[src/rtl/controle_desvio_fsm_if.sv]
// controle_desvio_fsm_if: branch-control signals between the pipeline and the branch FSM
interface controle_desvio_fsm_if;
  logic [1:0] sinalBranch;
  logic       validoBranch;
  logic       zeroULA;
  logic       stallExterno;
  logic       selPC;
  logic       flushIFID;
  logic       flushIDEX;
  logic       stallPC;
  logic       ocupado;
  logic [7:0] contTomados;
  logic [7:0] contNaoTomados;
  modport master (
    output sinalBranch, validoBranch, zeroULA, stallExterno,
    input  selPC, flushIFID, flushIDEX, stallPC, ocupado, contTomados, contNaoTomados
  );
  modport slave (
    input  sinalBranch, validoBranch, zeroULA, stallExterno,
    output selPC, flushIFID, flushIDEX, stallPC, ocupado, contTomados, contNaoTomados
  );
endinterface

[src/rtl/controle_desvio_fsm.sv]
// controle_desvio_fsm: resolves beq/bne in EX, redirects the PC and flushes the pipeline
module controle_desvio_fsm (
  input logic                  clk,
  input logic                  reset,
  controle_desvio_fsm_if.slave bus
);
  localparam logic [1:0] OCIOSO      = 2'b00;
  localparam logic [1:0] AVALIA      = 2'b01;
  localparam logic [1:0] REDIRECIONA = 2'b10;
  localparam logic [1:0] DRENA       = 2'b11;
  logic [1:0] state_q, state_d;
  logic [1:0] sinal_q, sinal_d;
  logic       zero_q, zero_d;
  logic [7:0] tom_q, tom_d, nao_q, nao_d;
  logic       aceita, tomado;
  always_comb begin
    aceita  = bus.validoBranch && (bus.sinalBranch == 2'b10 || bus.sinalBranch == 2'b01);
    tomado  = (sinal_q == 2'b10 && zero_q) || (sinal_q == 2'b01 && !zero_q);
    state_d = state_q;
    sinal_d = sinal_q;
    zero_d  = zero_q;
    tom_d   = tom_q;
    nao_d   = nao_q;
    if (!bus.stallExterno) begin
      state_d = state_q == OCIOSO      ? (aceita ? AVALIA : OCIOSO) :
                state_q == AVALIA      ? (tomado ? REDIRECIONA : OCIOSO) :
                state_q == REDIRECIONA ? DRENA : OCIOSO;
      if (state_q == OCIOSO && aceita) begin
        sinal_d = bus.sinalBranch;
        zero_d  = bus.zeroULA;
      end
      // counters saturate at 8'hFF instead of wrapping
      if (state_q == AVALIA) begin
        tom_d = tom_q + 8'(tomado && tom_q != 8'hFF);
        nao_d = nao_q + 8'(!tomado && nao_q != 8'hFF);
      end
    end
  end
  always_ff @(posedge clk) begin
    if (reset) begin
      state_q <= OCIOSO;
      sinal_q <= 2'b00;
      zero_q  <= 1'b0;
      tom_q   <= 8'h00;
      nao_q   <= 8'h00;
    end else begin
      state_q <= state_d;
      sinal_q <= sinal_d;
      zero_q  <= zero_d;
      tom_q   <= tom_d;
      nao_q   <= nao_d;
    end
  end
  assign bus.selPC          = state_q == REDIRECIONA;
  assign bus.flushIFID      = state_q[1];
  assign bus.flushIDEX      = state_q == REDIRECIONA;
  assign bus.stallPC        = state_q == AVALIA;
  assign bus.ocupado        = state_q != OCIOSO;
  assign bus.contTomados    = tom_q;
  assign bus.contNaoTomados = nao_q;
endmodule

[src/flat_wrapper.sv]
// flat-port wrapper written by rule: the top's interface ports become plain ports
module controle_desvio_fsm_flat 
  (clk, reset, bus_sinalBranch, bus_validoBranch, bus_zeroULA, bus_stallExterno, bus_selPC, bus_flushIFID, bus_flushIDEX, bus_stallPC, bus_ocupado, bus_contTomados, bus_contNaoTomados);
  controle_desvio_fsm_if bus_i ();
  input logic clk;
  input logic reset;
  input wire logic [$bits(bus_i.sinalBranch)-1:0] bus_sinalBranch;
  input wire logic [$bits(bus_i.validoBranch)-1:0] bus_validoBranch;
  input wire logic [$bits(bus_i.zeroULA)-1:0] bus_zeroULA;
  input wire logic [$bits(bus_i.stallExterno)-1:0] bus_stallExterno;
  output wire logic [$bits(bus_i.selPC)-1:0] bus_selPC;
  output wire logic [$bits(bus_i.flushIFID)-1:0] bus_flushIFID;
  output wire logic [$bits(bus_i.flushIDEX)-1:0] bus_flushIDEX;
  output wire logic [$bits(bus_i.stallPC)-1:0] bus_stallPC;
  output wire logic [$bits(bus_i.ocupado)-1:0] bus_ocupado;
  output wire logic [$bits(bus_i.contTomados)-1:0] bus_contTomados;
  output wire logic [$bits(bus_i.contNaoTomados)-1:0] bus_contNaoTomados;
  assign bus_i.sinalBranch = bus_sinalBranch;
  assign bus_i.validoBranch = bus_validoBranch;
  assign bus_i.zeroULA = bus_zeroULA;
  assign bus_i.stallExterno = bus_stallExterno;
  assign bus_selPC = bus_i.selPC;
  assign bus_flushIFID = bus_i.flushIFID;
  assign bus_flushIDEX = bus_i.flushIDEX;
  assign bus_stallPC = bus_i.stallPC;
  assign bus_ocupado = bus_i.ocupado;
  assign bus_contTomados = bus_i.contTomados;
  assign bus_contNaoTomados = bus_i.contNaoTomados;
  controle_desvio_fsm u_core (.clk(clk), .reset(reset), .bus(bus_i));
endmodule
[config.mk]
export PLATFORM = sky130hd
export DESIGN_NAME = controle_desvio_fsm_flat
export DESIGN_NICKNAME = d
export VERILOG_FILES = /design/src/rtl/controle_desvio_fsm_if.sv /design/src/rtl/controle_desvio_fsm.sv /design/src/flat_wrapper.sv
export SDC_FILE = /design/constraint.sdc
export NUM_CORES = 1
export LEC_CHECK = 0
export ABC_CLOCK_PERIOD_IN_PS = 2650
export BUFFER_PORTS_ARGS = -buffer_cell sky130_fd_sc_hd__buf_4
export CORE_MARGIN = 4
export CORE_UTILIZATION = 51
export CTS_CLUSTER_SIZE = 12
export DETAILED_ROUTE_END_ITERATION = 10
export PLACE_DENSITY = 0.75
export SKIP_LAST_GASP = 1
export SLEW_MARGIN = 30
export SYNTH_ARGS = -nofsm -noshare
export SYNTH_HDL_FRONTEND = slang
export SYNTH_SLANG_ARGS = --single-unit
[constraint.sdc]
create_clock -name clk -period 2.65 [get_ports clk]
set_input_delay 0.3975 -clock clk [delete_from_list [all_inputs] [get_ports clk]]
set_output_delay 0.3975 -clock clk [all_outputs]
set_load 0.1 [all_outputs]
==> metrics.cfg <==
[clock_network]
cts_tree = done
post_cts_buffers = 0
cts_root_buffer = clkbuf_4
worst_skew_pair.late_latency_ps = 310
cts_sinks = 21
post_cts_resized = 0
cts_buffer_depth = 2
holdBufCountCts = 0
cts_made_buffers = 3
clk_pin_slew_ps = 120
cts_max_level = 1

[setup_path]
path_buf_inv = 0
r2r-start = u_core.sinal_q[0]
crit_slowest_cell = or4_1
path_class = reg2reg
timing.rr.end = u_core.bus.contTomados[7]
crit_arrival_ps = 2240
cp_top_family = simple AND/OR/NAND/NOR gates
cpMostUsedCell = nor2_1
worstPathMaxFanout = 4
reg2reg_depth = 7
r2r_slack_ps = 650
start_kind = register
cp_cell_sequence = nor3b_1 -> nor2_1 -> nor2_1 -> ha_1 -> nand4b_1 -> or4_1 -> a21oi_1
cp_data_required_time_ps = 2900
crit_path_end_kind = register
slowest_delay_ps = 540

[global_routing]
grt_pass1_wl_um = 3910
grt_pass1_vias = 956
grt_remaining_overflow = 0
antenna_found_initial = 0
grt_max_degree = 27
grt_usage_pct = 18.1

[worst_hold_path]
hold_depth = 3
min_to = u_core.zero_q
min_from = bus_zeroULA
hold_class = in2reg

[timing]
rsz0062_at_grt = no
slew_headroom_pct = 58.4
max_freq_mhz = 501
fin_crit_ps = 2000
post-route-period-util_pct = 75.4
hold_slack_ps = 339
clock_skew_ps = 5.03
worst_pin_slew_ps = 615
drv_slew = 0
finalSetupViolCount = 0
hold_violations = 0
setup-tns-final_ps = 0

[synth]
yosysWarnings = 0
syn-num-nets = 141
syn_area_um2 = 1100
ys_types = 38
yosys_register_bits = 21
synth.avg_cell_area_um2 = 8.47
syn_inst = 130
seq_area_frac_synth_pct = 38.2

[floorplan]
pin_count = 28
num_rows = 16
die_y_um = 54.5
initial_core_util_pct = 55.0
core-area_um2 = 2000
die-area_um2 = 2970
die_w_um = 54.5

[cells_and_area]
nNetsFinal = 166
syn_to_final_growth_pct = 20.3
drive_gt1_share_pct = 25.3
fin_area_um2 = 1330
instances_no_fill = 181
diodes = 0

[detailed_routing]
drtPass1Iterations = 4
drt_iter0_drc = 7
avgViaCountPerCell = 5.93
num_vias = 1073
post_drt_wl_per_cell_um = 13.3
wirelength_um = 2410
drc_errors = 0
ant_nets = 0

[placement]
gp_congestion = 0.733
dpl_cell_area_um2 = 1300
portBuffers = 27
dp_cells = 177
dpl.hpwl_um = 1780

[pwr]
vdd_ir_drop_max_v = 0.000367
power_density_nw_per_um2 = 410
power_leakage_nw = 0.506

[run_status]
status = complete, no violations

[run]
cap_violations = 0

[through the flow]
stage / setup WS [ps] / utilization (%) / total power, mW
after CTS: 681 / 66.2 / 0.548
after global placement: 793 / 64.9 / 0.393
final: 653 / 66.2 / 0.543
after detailed placement: 732 / 64.9 / 0.394
after floorplan: 4.93 / - / 0.379
after global routing: 451 / 66.2 / 0.562
[sequential cells by signal, indices dropped and copies added, names as in the netlist]
| signal | cells |
|---|---|
| u_core.sinal_q | 2 |
| u_core.bus.contTomados | 8 |
| u_core.bus.contNaoTomados | 8 |
| u_core.zero_q | 1 |
| u_core.state_q | 2 |
[layout make-up]
class | instances | area [um^2]
clock buffer | 4 | 26.3
fill | 190 | 677
inverter | 3 | 11.3
multi-input combinational | 99 | 631
sequential | 21 | 420
tap | 27 | 33.8
timing repair buffer | 27 | 203
[per-layer routing]
| metal | vias to the layer above | track usage, % | part of all wire (%) |
|---|---|---|---|
| li1 | 530 | - | - |
| met1 | 508 | 19.6 | 43 |
| met2 | 31 | 33.1 | 49 |
| met3 | 4 | 2.72 | 5.3 |
| met4 | 0 | 9.96 | 2.0 |
| met5 | - | 0 | 0 |
[Yosys cell counts]
cell	instances	area share, %
or4b_2	1	0.91
a41o_1	1	0.91
nand2_1	13	4.4
and4_1	1	0.80
or3_2	1	0.68
buf_1	1	0.34
nand4b_1	2	1.6
o22ai_1	3	1.7
or3_1	4	2.3
and3b_1	1	0.80
nor2_1	8	2.7
buf_6	2	2.0
o21ai_0	9	4.1
xnor2_1	1	0.80
or2_2	2	1.1
nor4b_1	1	0.80
xor2_1	2	1.6
buf_2	1	0.45
nand2b_1	2	1.1
nor3b_1	2	1.4
dfxtp_1	21	38
or3b_4	1	1.0
clkbuf_1	2	0.68
nor2b_1	1	0.57
inv_1	3	1.0
nand3_1	4	1.8
and4bb_4	1	1.5
buf_4	1	0.68
a311oi_1	1	0.80
or4_1	4	2.7
o31ai_1	3	2.0
nand4_1	4	2.3
ha_1	4	4.5
o21a_1	1	0.68
nand4bb_1	1	1.0
a21oi_1	18	8.2
a31o_2	1	0.80
a21bo_2	1	0.91
[cells in the final DEF, fill, tap and decap left out, drive strengths merged]
| cell | instances |
|---|---|
| a21bo | 1 |
| a21oi | 18 |
| a311oi | 1 |
| a31o | 1 |
| a41o | 1 |
| and3b | 1 |
| and4 | 1 |
| and4bb | 1 |
| buf | 27 |
| clkbuf | 4 |
| dfxtp | 21 |
| ha | 4 |
| inv | 3 |
| nand2 | 13 |
| nand2b | 2 |
| nand3 | 4 |
| nand4 | 4 |
| nand4b | 2 |
| nand4bb | 1 |
| nor2 | 8 |
| nor2b | 1 |
| nor3b | 2 |
| nor4b | 1 |
| o21a | 1 |
| o21ai | 9 |
| o22ai | 3 |
| o31ai | 3 |
| or2 | 2 |
| or3 | 5 |
| or3b | 1 |
| or4 | 4 |
| or4b | 1 |
| xnor2 | 1 |
| xor2 | 2 |
[cell families after synthesis]
family	share of synthesized area, %
simple gates	29.5
compound gates	20.1
flops	38.2
buf+inv	5.23
fa+ha+maj	4.55
xor+xnor	2.39
[report_power, final]
part	internal [mW]	switching, mW
combinational	0.0226	0.0396
clock	0.0588	0.0972
sequential	0.320	0.00550
total	0.401	0.142
[worst max-delay path by stage]
| stage | startpoint | to | slack, ps | cells past startpoint |
|---|---|---|---|---|
| final | u_core.sinal_q[0] | u_core.bus.contTomados[7] | 650 | 7 |
| after global routing | u_core.sinal_q[0] | u_core.bus.contTomados[7] | 450 | 7 |
| after CTS | u_core.sinal_q[0] | u_core.bus.contTomados[7] | 680 | 7 |
| after detailed placement | u_core.sinal_q[0] | u_core.bus.contTomados[7] | 730 | 7 |
| after global placement | u_core.bus.contNaoTomados[3] | u_core.bus.contNaoTomados[4] | 790 | 7 |
| after floorplan | u_core.state_q[1] | bus_selPC | 5 | 3 |
[tightest hold or removal path, stage by stage]
cell     delay (ps)
buf_4           110
nand3_1          60
a21oi_1          50
(Power assumes the default switching activity.)
